## config.mk

```make
export PLATFORM = sky130hd
export DESIGN_NAME = fft8_out_reorder
export DESIGN_NICKNAME = d
export VERILOG_FILES = /design/src/rtl/fft8_pkg.sv /design/src/rtl/fft8_bank.sv /design/src/rtl/fft8_out_reorder.sv
export SDC_FILE = /design/constraint.sdc
export NUM_CORES = 1
export LEC_CHECK = 0
export CAP_MARGIN = 20
export CORE_MARGIN = 4
export CORE_UTILIZATION = 30
export DETAILED_ROUTE_END_ITERATION = 16
export GPL_TIMING_DRIVEN = 0
export HOLD_SLACK_MARGIN = 0.06
export PLACE_DENSITY = 0.53
export RECOVER_POWER = 25
export SYNTH_ARGS = -nofsm -noshare
export SYNTH_HDL_FRONTEND = slang
export SYNTH_SLANG_ARGS = --single-unit
```

## constraint.sdc

```tcl
create_clock -name c -period 2 [get_ports c]
set_clock_uncertainty 0.1 [all_clocks]
set_input_delay 0.4 -clock c [delete_from_list [all_inputs] [get_ports c]]
set_output_delay 0.4 -clock c [all_outputs]
set_load 0.01 [all_outputs]
```

## src/rtl/fft8_pkg.sv

```systemverilog
// Shared constants and helpers for the 8-point FFT output path.
// The beat-to-bin tables describe how the SDF pipeline pairs bins
// on each output beat.
package fft8_pkg;

  localparam int FFT_N      = 8;
  localparam int LOG2N      = 3;
  localparam int BEATS      = 4;
  localparam int BEAT_W     = 2;
  localparam int DW_DEFAULT = 16;

  // Reverse the three index bits: b2 b1 b0 -> b0 b1 b2.
  function automatic logic [LOG2N-1:0] bitrev3(input logic [LOG2N-1:0] x);
    return {x[0], x[1], x[2]};
  endfunction

  // Beat b carries bin bitrev3(2b) on X1 and bin bitrev3(2b+1) on X2.
  localparam logic [LOG2N-1:0] X1_BIN [BEATS] = '{
    bitrev3(3'd0), bitrev3(3'd2), bitrev3(3'd4), bitrev3(3'd6)
  };
  localparam logic [LOG2N-1:0] X2_BIN [BEATS] = '{
    bitrev3(3'd1), bitrev3(3'd3), bitrev3(3'd5), bitrev3(3'd7)
  };

  localparam logic [LOG2N-1:0]  LAST_IDX  = 3'd7;
  localparam logic [BEAT_W-1:0] LAST_BEAT = 2'd3;

endpackage

```

## src/rtl/fft8_bank.sv

```systemverilog
// One frame of storage: eight complex bins packed as {real, imag}.
// Two bins are written per cycle at independent addresses; a single
// combinational read port serves the natural-order readout.
module fft8_bank
  import fft8_pkg::*;
#(
  parameter int DW = DW_DEFAULT
) (
  input  logic              c,
  input  logic              rst_n,
  input  logic              we,
  input  logic [LOG2N-1:0]  waddr1,
  input  logic [2*DW-1:0]   wdata1,
  input  logic [LOG2N-1:0]  waddr2,
  input  logic [2*DW-1:0]   wdata2,
  input  logic [LOG2N-1:0]  raddr,
  output logic [2*DW-1:0]   rdata
);

  logic [2*DW-1:0] mem [FFT_N];

  // Store both bins of an accepted beat; reset wipes the whole frame.
  always_ff @(posedge c or negedge rst_n) begin
    if (!rst_n) begin
      for (int i = 0; i < FFT_N; i++) mem[i] <= '0;
    end else if (we) begin
      mem[waddr1] <= wdata1;
      mem[waddr2] <= wdata2;
    end
  end

  assign rdata = mem[raddr];

endmodule

```

## src/rtl/fft8_out_reorder.sv

```systemverilog
// Turns the bit-reversed, two-bins-per-beat FFT output into a natural
// order stream of one bin per cycle. Two banks ping-pong so a new frame
// can be written while the previous one drains.
module fft8_out_reorder
  import fft8_pkg::*;
#(
  parameter int DW = DW_DEFAULT
) (
  input  logic                 c,
  input  logic                 rst_n,
  input  logic                 in_valid,
  output logic                 in_ready,
  input  logic signed [DW-1:0] X1r,
  input  logic signed [DW-1:0] X1i,
  input  logic signed [DW-1:0] X2r,
  input  logic signed [DW-1:0] X2i,
  output logic                 out_valid,
  input  logic                 out_ready,
  output logic signed [DW-1:0] out_r,
  output logic signed [DW-1:0] out_i,
  output logic [LOG2N-1:0]     out_idx,
  output logic                 out_last,
  output logic                 ovf
);

  logic [1:0]        full, full_n;
  logic              wbank, wbank_n;
  logic              rbank, rbank_n;
  logic [BEAT_W-1:0] beat_cnt, beat_n;
  logic [LOG2N-1:0]  rd_cnt, rd_n;
  logic              wr_acc, rd_acc;
  logic [LOG2N-1:0]  waddr1, waddr2;
  logic [2*DW-1:0]   rdata0, rdata1, rd_word;

  assign wr_acc = in_valid & in_ready;
  assign rd_acc = out_valid & out_ready;
  assign waddr1 = X1_BIN[beat_cnt];
  assign waddr2 = X2_BIN[beat_cnt];

  fft8_bank #(.DW(DW)) bank0 (
    .c      (c),
    .rst_n  (rst_n),
    .we     (wr_acc & ~wbank),
    .waddr1 (waddr1),
    .wdata1 ({X1r, X1i}),
    .waddr2 (waddr2),
    .wdata2 ({X2r, X2i}),
    .raddr  (rd_cnt),
    .rdata  (rdata0)
  );

  fft8_bank #(.DW(DW)) bank1 (
    .c      (c),
    .rst_n  (rst_n),
    .we     (wr_acc & wbank),
    .waddr1 (waddr1),
    .wdata1 ({X1r, X1i}),
    .waddr2 (waddr2),
    .wdata2 ({X2r, X2i}),
    .raddr  (rd_cnt),
    .rdata  (rdata1)
  );

  // Next-state for both sides; a completing write and a freeing read
  // always touch different banks, so their flag updates never collide.
  always_comb begin
    full_n  = full;
    wbank_n = wbank;
    rbank_n = rbank;
    beat_n  = beat_cnt;
    rd_n    = rd_cnt;
    if (wr_acc) begin
      beat_n = beat_cnt + 1'b1;
      if (beat_cnt == LAST_BEAT) begin
        full_n[wbank] = 1'b1;
        wbank_n       = ~wbank;
      end
    end
    if (rd_acc) begin
      rd_n = rd_cnt + 1'b1;
      if (rd_cnt == LAST_IDX) begin
        full_n[rbank] = 1'b0;
        rbank_n       = ~rbank;
      end
    end
  end

  // Register the flags, pointers and the write-side handshake.
  always_ff @(posedge c or negedge rst_n) begin
    if (!rst_n) begin
      full     <= 2'b00;
      wbank    <= 1'b0;
      rbank    <= 1'b0;
      beat_cnt <= '0;
      rd_cnt   <= '0;
      in_ready <= 1'b1;
      ovf      <= 1'b0;
    end else begin
      full     <= full_n;
      wbank    <= wbank_n;
      rbank    <= rbank_n;
      beat_cnt <= beat_n;
      rd_cnt   <= rd_n;
      in_ready <= ~full_n[wbank_n];
      ovf      <= ovf | (in_valid & ~in_ready);
    end
  end

  assign rd_word   = rbank ? rdata1 : rdata0;
  assign out_valid = full[rbank];
  assign out_r     = rd_word[2*DW-1:DW];
  assign out_i     = rd_word[DW-1:0];
  assign out_idx   = rd_cnt;
  assign out_last  = (rd_cnt == LAST_IDX);

endmodule
```

==> out/metrics.yaml <==
detailed_routing:
  totalWireLength_um: 73000
  ant_nets: 0
  wl_per_cell_um: 25.8
  routed_via_density: 5.03
  drt_first_pass_iters: 5
  drt-initial-drc-count: 742
  drc: 0
  vias: 14200
synthesis:
  yosys.area_share.adder_pct: 0.312
  synth-compound-area-share_pct: 2.91
  yosysTopAreaCell: "dfrtp_1"
  yosysSeqAreaShare_pct: 54.4
  synthSimpleGateAreaFrac_pct: 1.89
  synth_edf_count: 0
  yosysMostFrequentCell: "dfrtp_1"
  synth_fp_nets: 1591
  synth.area.mux_share_pct: 36.4
  yosysTopAreaCellShare_pct: 54.3
  synthCells: 1517
  ys.flop_type: "dfrtp_1"
  synth_top_cells_by_count: "dfrtp_1, mux2_2, mux2i_1, a22oi_1, mux4_2"
  syn_avg_cell_area_um2: 15.8
  synth_top_family_by_area: "multiplexers"
  ys_async_sr_fraction_pct: 100
  netlist_area_mm2: 0.0240
  ys.warnings.count: 0
  yosys-top-cells-area: "dfrtp_1, mux2_2, mux4_2"
  synth-xor-area-share_pct: 0.109
  yosys_register_bits: 523
  yosysUniqueCellTypes: 34
power_and_ir_drop:
  leakage_nw: 13.2
  power_switching_mw: 18.2
  power_density_mw_per_mm2: 1810
  swShare_pct: 33.9
  p_int_mw: 35.6
  p_comb_share_pct: 46.8
  seq_power_share_pct: 34.1
  pwr-share-clk_pct: 19.0
  ir_drop_mv: 0.769
placement:
  place_hpwl_um: 46300
  place_area_mm2: 0.0266
  place.gp.congestion: 0.768
  portBuffers: 106
  pre_cts_slack_ns: -1.67
die:
  fp.coreArea_mm2: 0.0793
  ios: 107
  rows: 103
  fp.dieW_um: 291
  die_h_um: 291
  die_area_mm2: 0.0847
  initial_utilization_pct: 30.3
sta:
  fin_crit_ns: 2.99
  drv_slew: 0
  maxSlewHeadroom_pct: 22.9
  fin_crit_sh_pct: 150
  setup_viol: 271
  fmax_ghz: 0.334
  fin_setup_tns_ns: -60.45
  setup_ws_ns: -0.992
  whs_ns: -0.101
  worst_slew_pin_slew_ns: 1.16
  rsz0062_at_grt: "yes"
  hold_violations: 79
global_routing:
  grt_pass1_vias: 15500
  grt-ovfl-total: 0
  grt_first_pass_wirelength_um: 107000
  grt_max_degree: 121
  antenna_found_initial: 2
  track_usage_pct: 17.0
run_status:
  failed_checks: "negative hold slack, negative setup slack"
  status: "complete, but fails checks"
layout:
  nFillCells: 7429
  fin_area_mm2: 0.0297
  syn_to_final_growth_pct: 23.7
  nets: 1812
  post-route-util_pct: 37.5
  regArea_mm2: 0.0131
  multiInputGateArea_mm2: 0.0103
  layout-drive-gt1-share_pct: 52.3
worst_setup_path:
  worst-path-buf-inv: 6
  start_kind: "flop"
  critPathSlowestCell: "dfrtp_2"
  critical_path.max_stage_delay_ns: 0.42
  crit_family: "buffers and inverters"
  path_cells: "buf_12, buf_12, buf_12, buf_12, buf_16, mux2i_2, a22oi_1, nand3_1, nand2_1, buf_2"
  crit_path_end_kind: "primary output"
  critical_path_class: "flop to primary output"
  cp_data_arrival_time_ns: 2.49
  crit_top_cell: "buf_12"
  worstPathRequired_ns: 1.50
  crit_fanout: 7
clock_tree:
  root_buffer: "clkbuf_16"
  h-tree-depth: 2
  cts_max_path_buffers: 3
  clock_sinks: 523
  clk_pin_slew_ns: 0.06
  clock_latency_ns: 0.62
  cts_tree: "done"
  cts_buffers: 58
flow_run:
  cap_viol_max_count: 0
hold_path:
  min_path_type: "primary input to async pin"
==> path summary, 6_finish.rpt <==
| path | startpoint | to | slack (ns) | cells past startpoint |
|---|---|---|---|---|
| hold reg to reg | ovf$_DFF_PN0_ | ovf$_DFF_PN0_ | 0.36 | 1 |
| max in group asynchronous | rst_n | bank0.mem[68]$_DFFE_PN0P_ | -0.29 | 3 |
| setup reg to reg | in_ready$_DFF_PN1_ | bank0.mem[227]$_DFFE_PN0P_ | -0.04 | 6 |
| hold / removal | rst_n | bank0.mem[57]$_DFFE_PN0P_ | -0.10 | 1 |
| setup / recovery | out_idx[0]$_DFFE_PN0N_ | out_i[13] | -0.99 | 10 |
| min in group c | ovf$_DFF_PN0_ | ovf$_DFF_PN0_ | 0.36 | 1 |
==> logic make-up after synthesis <==
kind of cell               Yosys count
adders and majority gates            6
muxes                              693
DFF                                523
AOI/OAI and AO/OA                   95
and+or+nand+nor                     90
xor gates and xnor gates             3
buffers and inverters              107
==> registers in the layout, summed over array words and instances, names as in the netlist <==
register and count:
ovf 1, full 2, in_ready 1, wbank 1, bank1.mem 256, bank0.mem 256, rbank 1, beat_cnt 2
out_idx 3
==> worst register-to-register path: cells and delay by family, from the launching register on <==
family / cells / cell delay (ns)
multiplexers: 1 / 0.30
AND/OR/NAND/NOR: 3 / 0.55
buffers and inverters: 2 / 0.38
flip-flops: 1 / 0.61
==> layer usage <==
| metal | wire length (um) | part of all wire, % | vias up | GRT usage [%] |
|---|---|---|---|---|
| li1 | - | - | 6122 | - |
| met1 | 32900 | 45 | 7673 | 23.2 |
| met2 | 34800 | 48 | 318 | 27.5 |
| met3 | 3190 | 4.4 | 121 | 3.28 |
| met4 | 2060 | 2.8 | 2 | 4.94 |
| met5 | 13 | 0.018 | - | 0 |
==> power groups by stage <==
stage / Sequential, mW / Combinational, mW / Clock [mW]
after floorplan: 17.6 / 14.6 / 0
after CTS: 18.3 / 24.1 / 10.5
after global routing: 18.9 / 26.8 / 10.9
after global placement: 18.3 / 21.5 / 0
after detailed placement: 18.5 / 21.9 / 0
final: 18.4 / 25.2 / 10.2
==> through the flow <==
step           cells  total power, mW
2_1_floorplan   1517             32.3
4_1_cts         2806             52.9
6_report        2832             53.8
3_3_place_gp    2673             39.8
5_1_grt         2831             56.6
3_5_place_dp    2677             40.3
==> cell type report <==
cell class,instances,share of cell area [%]
clock inverters,13,0.294
flip-flops and latches,523,44.0
repair buffers,163,6.02
plain buffers,101,4.79
diodes,1,0.00841
inverters,4,0.0505
clock buffers,90,5.79
multi-input cells,887,34.6
well taps,1050,4.42
==> placed cells by master, fill, tap and decap left out, types with 2 or more instances in the layout <==
cell type / count
dfrtp_1: 519
mux2_2: 451
mux2i_1: 96
buf_6: 78
mux4_2: 78
clkdlybuf4s50_1: 66
clkbuf_16: 65
a22oi_1: 60
mux2_4: 49
buf_12: 34
a22oi_2: 28
buf_4: 27
nand3_1: 25
nand2_1: 22
clkbuf_8: 19
buf_2: 19
clkbuf_1: 18
nand2_2: 16
mux2_1: 15
clkinv_2: 10
buf_8: 9
buf_16: 9
nand2_4: 7
nand3_2: 5
inv_1: 4
nor2_4: 4
mux2i_2: 4
ha_1: 4
o21ai_0: 3
nor2b_1: 3
xnor2_1: 3
dfrtp_2: 3
clkbuf_2: 3
nand3b_1: 2
nor2b_4: 2
clkbuf_4: 2
clkdlybuf4s15_1: 2
clkdlybuf4s15_2: 2
==> what timing repair did <==
action / CTS / global route
setup buffers: 22 / 23
hold endpoints to repair: 79 / 79
gates cloned: 5 / 3
pin swaps: 55 / 31
gates resized for setup: 306 / 70
endpoints found under the setup margin: 39 / 225
(Power assumes the default switching activity.)
